File: src/rtl/mul_hilo_unit.sv
// HI/LO product register unit: hands operands to an external combinational
// multiplier, waits a fixed number of cycles for it to settle, then captures the product.
module mul_hilo_unit #(
  parameter int unsigned SETTLE_CYCLES = 2
) (
  input  logic        clock,
  input  logic        clear,
  input  logic        start,
  input  logic [31:0] a_in,
  input  logic [31:0] b_in,
  output logic [31:0] mul_a,
  output logic [31:0] mul_b,
  input  logic [63:0] prod_in,
  input  logic        hi_wr,
  input  logic        lo_wr,
  input  logic [31:0] wr_data,
  output logic [31:0] hi_out,
  output logic [31:0] lo_out,
  output logic        busy,
  output logic        done
);

  typedef enum logic [1:0] {
    IDLE    = 2'd0,
    SETTLE  = 2'd1,
    CAPTURE = 2'd2,
    DONE    = 2'd3
  } state_t;

  localparam logic [3:0] CNT_LAST = 4'(SETTLE_CYCLES - 1);

  state_t     state;
  state_t     state_next;
  logic [3:0] cnt;
  logic       accept;
  logic       wr_window;

  assign accept    = (state == IDLE) && start;
  // Direct loads are only allowed while no product is in flight.
  assign wr_window = (state == IDLE) || (state == DONE);

  // NOTE: sequential state uses <= so every register samples pre-edge values.
  always_ff @(posedge clock) begin
    if (clear) state <= IDLE;
    else       state <= state_next;
  end

  // NOTE: the default assignment up front keeps this block free of latches.
  always_comb begin
    state_next = state;
    case (state)
      IDLE:    if (start) state_next = SETTLE;
      SETTLE:  if (cnt == CNT_LAST) state_next = CAPTURE;
      CAPTURE: state_next = DONE;
      DONE:    state_next = IDLE;
      default: state_next = IDLE;
    endcase
  end

  always_comb begin
    busy = (state != IDLE);
    done = (state == DONE);
  end

  always_ff @(posedge clock) begin
    if (clear) begin
      cnt   <= '0;
      mul_a <= '0;
      mul_b <= '0;
    end else if (accept) begin
      cnt   <= '0;
      mul_a <= a_in;
      mul_b <= b_in;
    end else if (state == SETTLE) begin
      cnt <= cnt + 4'd1;
    end
  end

  // Capture wins over a direct load; the two never coincide because writes
  // are masked outside IDLE/DONE.
  always_ff @(posedge clock) begin
    if (clear) begin
      hi_out <= '0;
      lo_out <= '0;
    end else if (state == CAPTURE) begin
      hi_out <= prod_in[63:32];
      lo_out <= prod_in[31:0];
    end else if (wr_window) begin
      if (hi_wr) hi_out <= wr_data;
      if (lo_wr) lo_out <= wr_data;
    end
  end

endmodule

File: config.mk
export PLATFORM = sky130hd
export DESIGN_NAME = mul_hilo_unit
export DESIGN_NICKNAME = d
export VERILOG_FILES = /design/src/rtl/mul_hilo_unit.sv
export SDC_FILE = /design/constraint.sdc
export NUM_CORES = 1
export LEC_CHECK = 0
export ABC_AREA = 0
export CAP_MARGIN = 30
export CORE_ASPECT_RATIO = 1.2
export CORE_MARGIN = 4
export CORE_UTILIZATION = 36
export DETAILED_ROUTE_END_ITERATION = 10
export PLACE_DENSITY = 0.85
export SETUP_SLACK_MARGIN = 0.4
export SKIP_CTS_REPAIR_TIMING = 1
export SLEW_MARGIN = 20
export SYNTH_ARGS = -nofsm -noshare
export SYNTH_HDL_FRONTEND = slang
export SYNTH_SLANG_ARGS = --single-unit
File: constraint.sdc
create_clock -name clock -period 1.55 [get_ports clock]
set_input_delay 0.2325 -clock clock [delete_from_list [all_inputs] [get_ports clock]]
set_output_delay 0.2325 -clock clock [all_outputs]
set_load 0.005 [all_outputs]
==> impl_metrics.py, run 1 <==
metrics = {
    "worst_setup_path": {
        "cp_max_fo": 7,
        "path_class": "flop to flop",
        "worstPathRequired_ns": 1.88,
        "cp-end-kind": "flop",
        "critPathLaunchType": "flop",
        "cp_slowest_cell": "dfxtp_4",
        "cp_cell_sequence": "inv_4 > ha_4 > buf_8 > buf_8 > nor2b_2 > a21oi_1 > a211oi_2",
        "cpMostUsedCell": "buf_8",
        "r2r_slack_ns": 0.003,
        "cp_data_arrival_time_ns": 1.88,
        "max_stage_delay_ns": 0.38,
        "ff2ff_path_depth": 7,
    },
    "synthesis": {
        "yosysWarningCount": 0,
        "synth-seq-cells": 134,
        "synth_top_area_share_pct": 48.10,
        "synth_nets": 808,
        "ys_seq_area_share_pct": 48.10,
        "synth_area_per_cell_um2": 8.754,
        "syn_area_um2": 5577,
        "ys_types": 26,
        "syn_inst": 637,
        "ys_top_cells_by_area": "dfxtp_1, a211oi_2, a21oi_1",
        "synth.largest_area_cell": "dfxtp_1",
    },
    "timing": {
        "worstMarginPinSlew_ns": 0.4239,
        "maxSlewHeadroom_pct": 71.74,
        "fin_skew_ns": 0.005995,
        "setup_violations": 0,
        "rsz0062_at_grt": "true",
        "maxClockFrequency_mhz": 646.6,
        "hold_viol": 0,
        "fin_crit_ns": 1.547,
        "min_period_over_period_pct": 99.78,
        "drv_slew": 0,
    },
    "placed_design": {
        "dp.cells": 1114,
        "gp_congestion": 0.7696,
        "dp_hpwl_um": 13940,
        "io_buffers": 294,
        "placed_area_um2": 9095,
    },
    "routing": {
        "antenna_left": 0,
        "drt-pass1-iter-count": 4,
        "drt_iter0_drc": 261,
        "wirelength_met1_um": 7707,
        "met2_wirelength_um": 10750,
        "wl_per_cell_um": 17.87,
        "remaining_drc_errors": 0,
        "wl_met3_um": 2324,
        "vias_per_cell": 4.923,
        "drt-total-wl_um": 21150,
        "num_vias": 5824,
        "topRoutingLayerUsed": "met4",
    },
    "layout": {
        "instances_no_fill": 1183,
        "regArea_um2": 2819,
        "fin_area_um2": 10010,
        "diodes": 0,
        "drive_above_1_share_pct": 46.48,
        "nets": 1138,
        "multi_input_area_um2": 2995,
        "final_common_cell": "clkdlybuf4s50_1",
        "layout_common_cells": "clkdlybuf4s50_1, nand2_1, a21oi_1",
        "syn2layout_area_growth_pct": 79.52,
        "num-fill-cells": 1125,
    },
    "pwr": {
        "p_per_area_nw_per_um2": 1768,
        "vdd_drop_max_mv": 0.8550,
        "p_leak_nw": 4.256,
    },
    "floorplan": {
        "start_util_pct": 36.98,
        "core.rowCount": 49,
        "design.core.area_um2": 15080,
        "io_pins": 295,
        "dieHeight_um": 144.3,
        "die-area_um2": 17550,
        "fp.dieW_um": 121.6,
    },
    "job": {
        "cap_violations": 0,
    },
    "grt": {
        "grt_pass1_vias": 5352,
        "grt_max_degree": 46,
        "grt_overflow_total": 0,
        "antenna_found_initial": 0,
        "track_usage_pct": 20.16,
        "grt_pass1_wl_um": 27480,
    },
    "clock_tree": {
        "clk-insertion-delay-late_ns": 0.42,
        "cts.sinks": 134,
        "cts_htree_levels": 4,
        "cts_buffers": 17,
        "cts-root-buf": "clkbuf_16",
        "clk_pin_slew_ns": 0.06,
        "cts_buffer_depth": 2,
        "cts_tree": "yes",
    },
    "min_path": {
        "min_path_cells": 2,
        "min_path_type": "input port to flop",
    },
    "run_status": {
        "status": "finished clean",
    },
}
registers in the layout (all words and copies together), names as in the netlist:
register,count
state,2
mul_b,32
hi_out,32
cnt,4
mul_a,32
lo_out,32
final timing paths:
| path | from | end |
|---|---|---|
| hold / removal | clear | lo_out[9]$_SDFFE_PP0P_ |
| setup reg to reg | state[0]$_SDFFE_PP0P_ | lo_out[12]$_SDFFE_PP0P_ |
| hold reg to reg | mul_b[30]$_SDFFE_PP0P_ | mul_b[30]$_SDFFE_PP0P_ |
| setup / recovery | state[0]$_SDFFE_PP0P_ | lo_out[12]$_SDFFE_PP0P_ |
cells in the mapped netlist:
cell type	number
mux2i_1	1
xnor2_1	1
and2_1	1
a2111oi_1	1
buf_2	13
nand2_1	132
o211a_1	1
clkbuf_1	21
nand4_1	1
dfxtp_1	134
nor2_1	65
or3b_1	1
a2bb2oi_1	1
a21oi_1	128
inv_1	5
xor2_1	2
nor3_1	3
ha_1	6
a211oi_1	4
buf_4	11
nor2b_1	32
a211o_1	1
buf_1	4
buf_6	6
a211oi_2	60
o21ba_1	2
area by class of cell:
cell class / count / area share, %
timing repair buffer: 366 / 33.00
multi-input combinational: 443 / 29.92
sequential: 134 / 28.16
clock buffer: 20 / 4.662
tap: 204 / 2.550
clock inverter: 11 / 1.475
inverter: 5 / 0.2375
power by group:
group / switching, mW / leakage (nW) / internal, mW
Clock: 1.55 / 0.299 / 2.65
Sequential: 0.639 / 1.14 / 4.58
Combinational: 4.23 / 2.82 / 4.05
worst max-delay path, delay by kind of cell (launching register included):
kind | cells | cell delay [ns]
fa+ha+maj | 1 | 0.21
buf+inv | 3 | 0.34
simple gates | 1 | 0.20
flops | 1 | 0.38
compound gates | 2 | 0.31
cell families (layout without fill, tap and decap cells):
family / after synthesis / after routing / synth area share, %
AND/OR/NAND/NOR: 235 / 235 / 17.50
XOR/XNOR: 3 / 3 / 0.4713
flip-flops: 134 / 134 / 48.10
adder cells (fa/ha/maj): 6 / 6 / 1.346
AO/OA/AOI/OAI: 198 / 198 / 26.52
buffers and inverters: 60 / 402 / 5.878
multiplexers: 1 / 1 / 0.1795
stage by stage:
step	hold WS, ns	power (mW)	utilization [%]	setup slack [ns]	TNS (ns)
after CTS	0.2575	16.79	64.38	-0.3958	-2.176
after floorplan	0.3685	9.357	-	0.1206	0
after global placement	0.4407	12.30	60.30	0.08682	0
after global routing	0.2780	18.66	66.38	-0.03584	-0.09795
after detailed placement	0.4457	12.51	60.30	0.03525	0
final	0.2789	17.70	66.38	0.003395	0
routing by layer:
layer / vias to the layer above / global-route usage (%)
met5: - / 0
met3: 31 / 10.49
met2: 263 / 35.08
li1: 2821 / -
met1: 2709 / 21.18
met4: 0 / 6.254
No activity file was read; power rests on OpenSTA's default activity.
==> run 2: changes to the inputs <==
SLEW_MARGIN = 25   (was 20)
==> results of run 2 <==
The final DEF is identical to that of run 1; final timing and power are the same.
==> run 3: changes to the inputs <==
--- a/config.mk
+++ b/config.mk
@@ -10,7 +10,8 @@
 export CORE_ASPECT_RATIO = 1.2
 export CORE_MARGIN = 4
-export CORE_UTILIZATION = 36
+export CORE_UTILIZATION = 43
 export DETAILED_ROUTE_END_ITERATION = 10
-export PLACE_DENSITY = 0.85
+export PLACE_DENSITY = 0.95
+export RECOVER_POWER = 100
 export SETUP_SLACK_MARGIN = 0.4
 export SKIP_CTS_REPAIR_TIMING = 1
==> constraint.sdc (replaced) <==
create_clock -name clock -period 1.9 [get_ports clock]
set_input_delay 0.285 -clock clock [delete_from_list [all_inputs] [get_ports clock]]
set_output_delay 0.285 -clock clock [all_outputs]
set_load 0.05 [all_outputs]
==> impl_metrics.py, run 3 (synthesis results as in run 1) <==
metrics = {
    "run_status": {
        "status": "finished clean",
    },
    "pwr": {
        "p_leak_nw": 3.761,
        "p_per_area_nw_per_um2": 1787,
        "vdd_drop_max_mv": 0.9513,
    },
    "grt": {
        "grt_max_degree": 71,
        "grt_overflow_total": 0,
        "grt_pass1_wl_um": 28420,
        "track_usage_pct": 23.73,
        "grt_pass1_vias": 5683,
        "antenna_found_initial": 0,
    },
    "clock_tree": {
        "cts_buffers": 17,
        "cts.sinks": 134,
        "cts_htree_levels": 4,
        "cts-root-buf": "clkbuf_16",
        "clk-insertion-delay-late_ns": 0.42,
        "cts_tree": "yes",
        "cts_buffer_depth": 2,
        "clk_pin_slew_ns": 0.07,
    },
    "layout": {
        "fin_area_um2": 9706,
        "diodes": 0,
        "drive_above_1_share_pct": 24.54,
        "final_common_cell": "clkdlybuf4s50_1",
        "layout_common_cells": "clkdlybuf4s50_1, nand2_1, dfxtp_1",
        "num-fill-cells": 794,
        "nets": 1132,
        "syn2layout_area_growth_pct": 74.04,
    },
    "placed_design": {
        "placed_area_um2": 8665,
        "gp_congestion": 0.8088,
        "dp_hpwl_um": 13620,
        "io_buffers": 294,
    },
    "worst_setup_path": {
        "cp_data_arrival_time_ns": 2.12,
        "worstPathRequired_ns": 2.20,
        "cp-end-kind": "flop",
        "cp_max_fo": 8,
        "path_class": "flop to flop",
        "critPathLaunchType": "flop",
    },
    "timing": {
        "rsz0062_at_grt": "true",
        "maxClockFrequency_mhz": 551.8,
        "worstMarginPinSlew_ns": 0.6893,
        "min_period_over_period_pct": 95.38,
        "hold_viol": 0,
        "drv_slew": 0,
        "fin_crit_ns": 1.812,
        "setup_violations": 0,
        "fin_setup_tns_ns": 0,
        "maxSlewHeadroom_pct": 54.05,
        "fin_skew_ns": 0.009971,
    },
    "routing": {
        "num_vias": 6443,
        "topRoutingLayerUsed": "met4",
        "drt-total-wl_um": 26450,
        "vias_per_cell": 5.662,
        "remaining_drc_errors": 0,
        "drt_iter0_drc": 546,
        "wl_met3_um": 2863,
        "met2_wirelength_um": 13040,
        "wirelength_met1_um": 8806,
        "wl_per_cell_um": 23.24,
        "antenna_left": 0,
        "drt-pass1-iter-count": 5,
    },
    "floorplan": {
        "start_util_pct": 44.02,
        "die-area_um2": 14860,
        "dieHeight_um": 132.8,
        "io_pins": 295,
        "design.core.area_um2": 12670,
        "core.rowCount": 45,
        "fp.dieW_um": 112.0,
    },
    "min_path": {
        "min_path_type": "input port to flop",
    },
    "job": {
        "cap_violations": 0,
    },
}
-- run 3: cell count changes in the layout (fill, tap and decap cells not counted), moves of 19 or more --
cell | previous run | this run
a21oi_1 | 118 | 96
a21oi_2 | 10 | 29
buf_4 | 43 | 13
clkbuf_1 | 0 | 124
clkbuf_2 | 94 | 1
dfxtp_1 | 41 | 131
dfxtp_2 | 85 | 2
nor2_1 | 23 | 53
nor2_4 | 27 | 5
-- run 3: cell type report --
| type | count | area, um2 | area share [%] |
|---|---|---|---|
| Multi-Input combinational cell | 444 | 2992 | 30.82 |
| Clock inverter | 13 | 150.1 | 1.547 |
| Clock buffer | 19 | 432.9 | 4.460 |
| Inverter | 5 | 27.53 | 0.2836 |
| Tap cell | 164 | 205.2 | 2.114 |
| Sequential cell | 134 | 2689 | 27.70 |
| Timing Repair Buffer | 359 | 3209 | 33.07 |
-- run 3: path summary, 6_finish.rpt --
kind,slack (ns),cells past startpoint,to,start
setup / recovery,0.09,6,hi_out[21]$_SDFFE_PP0P_,state[1]$_SDFFE_PP0P_
hold / removal,0.41,2,mul_a[18]$_SDFFE_PP0P_,clear
setup reg to reg,0.09,6,hi_out[21]$_SDFFE_PP0P_,state[1]$_SDFFE_PP0P_
hold reg to reg,0.45,2,mul_a[18]$_SDFFE_PP0P_,mul_a[18]$_SDFFE_PP0P_
-- run 3: power breakdown --
group | switching, mW | leakage (nW) | total, mW | internal (mW)
clock network | 1.39 | 0.267 | 3.34 | 1.95
logic | 6.44 | 2.39 | 9.87 | 3.42
registers | 0.541 | 1.11 | 4.14 | 3.60
total | 8.37 | 3.76 | 17.3 | 8.97
-- run 3: through the flow --
stage	util [%]	setup slack, ns	power (mW)	cells	hold slack (ns)
floorplan	-	0.3949	9.519	637	0.4210
global placement	68.40	0.2824	11.91	1056	0.4403
detailed placement	68.40	0.1799	12.10	1056	0.4467
CTS	73.00	-0.02632	15.42	1088	0.3731
global route	76.61	0.05529	17.90	1138	0.4052
finish	76.61	0.08779	17.34	1138	0.4094
-- run 3: per-layer routing --
metal / vias up / track usage (%)
met5: - / 0
met4: 0 / 9.820
met3: 144 / 10.57
met2: 474 / 41.30
met1: 3014 / 24.87
li1: 2811 / -
-- run 3: worst max-delay path, cell delays in order (launching register included) --
cell and delay [ns]:
dfxtp_2 0.36, inv_4 0.05, ha_1 0.27, o21ba_4 0.43, clkbuf_16 0.23, nor2_4 0.03
a211oi_2 0.32
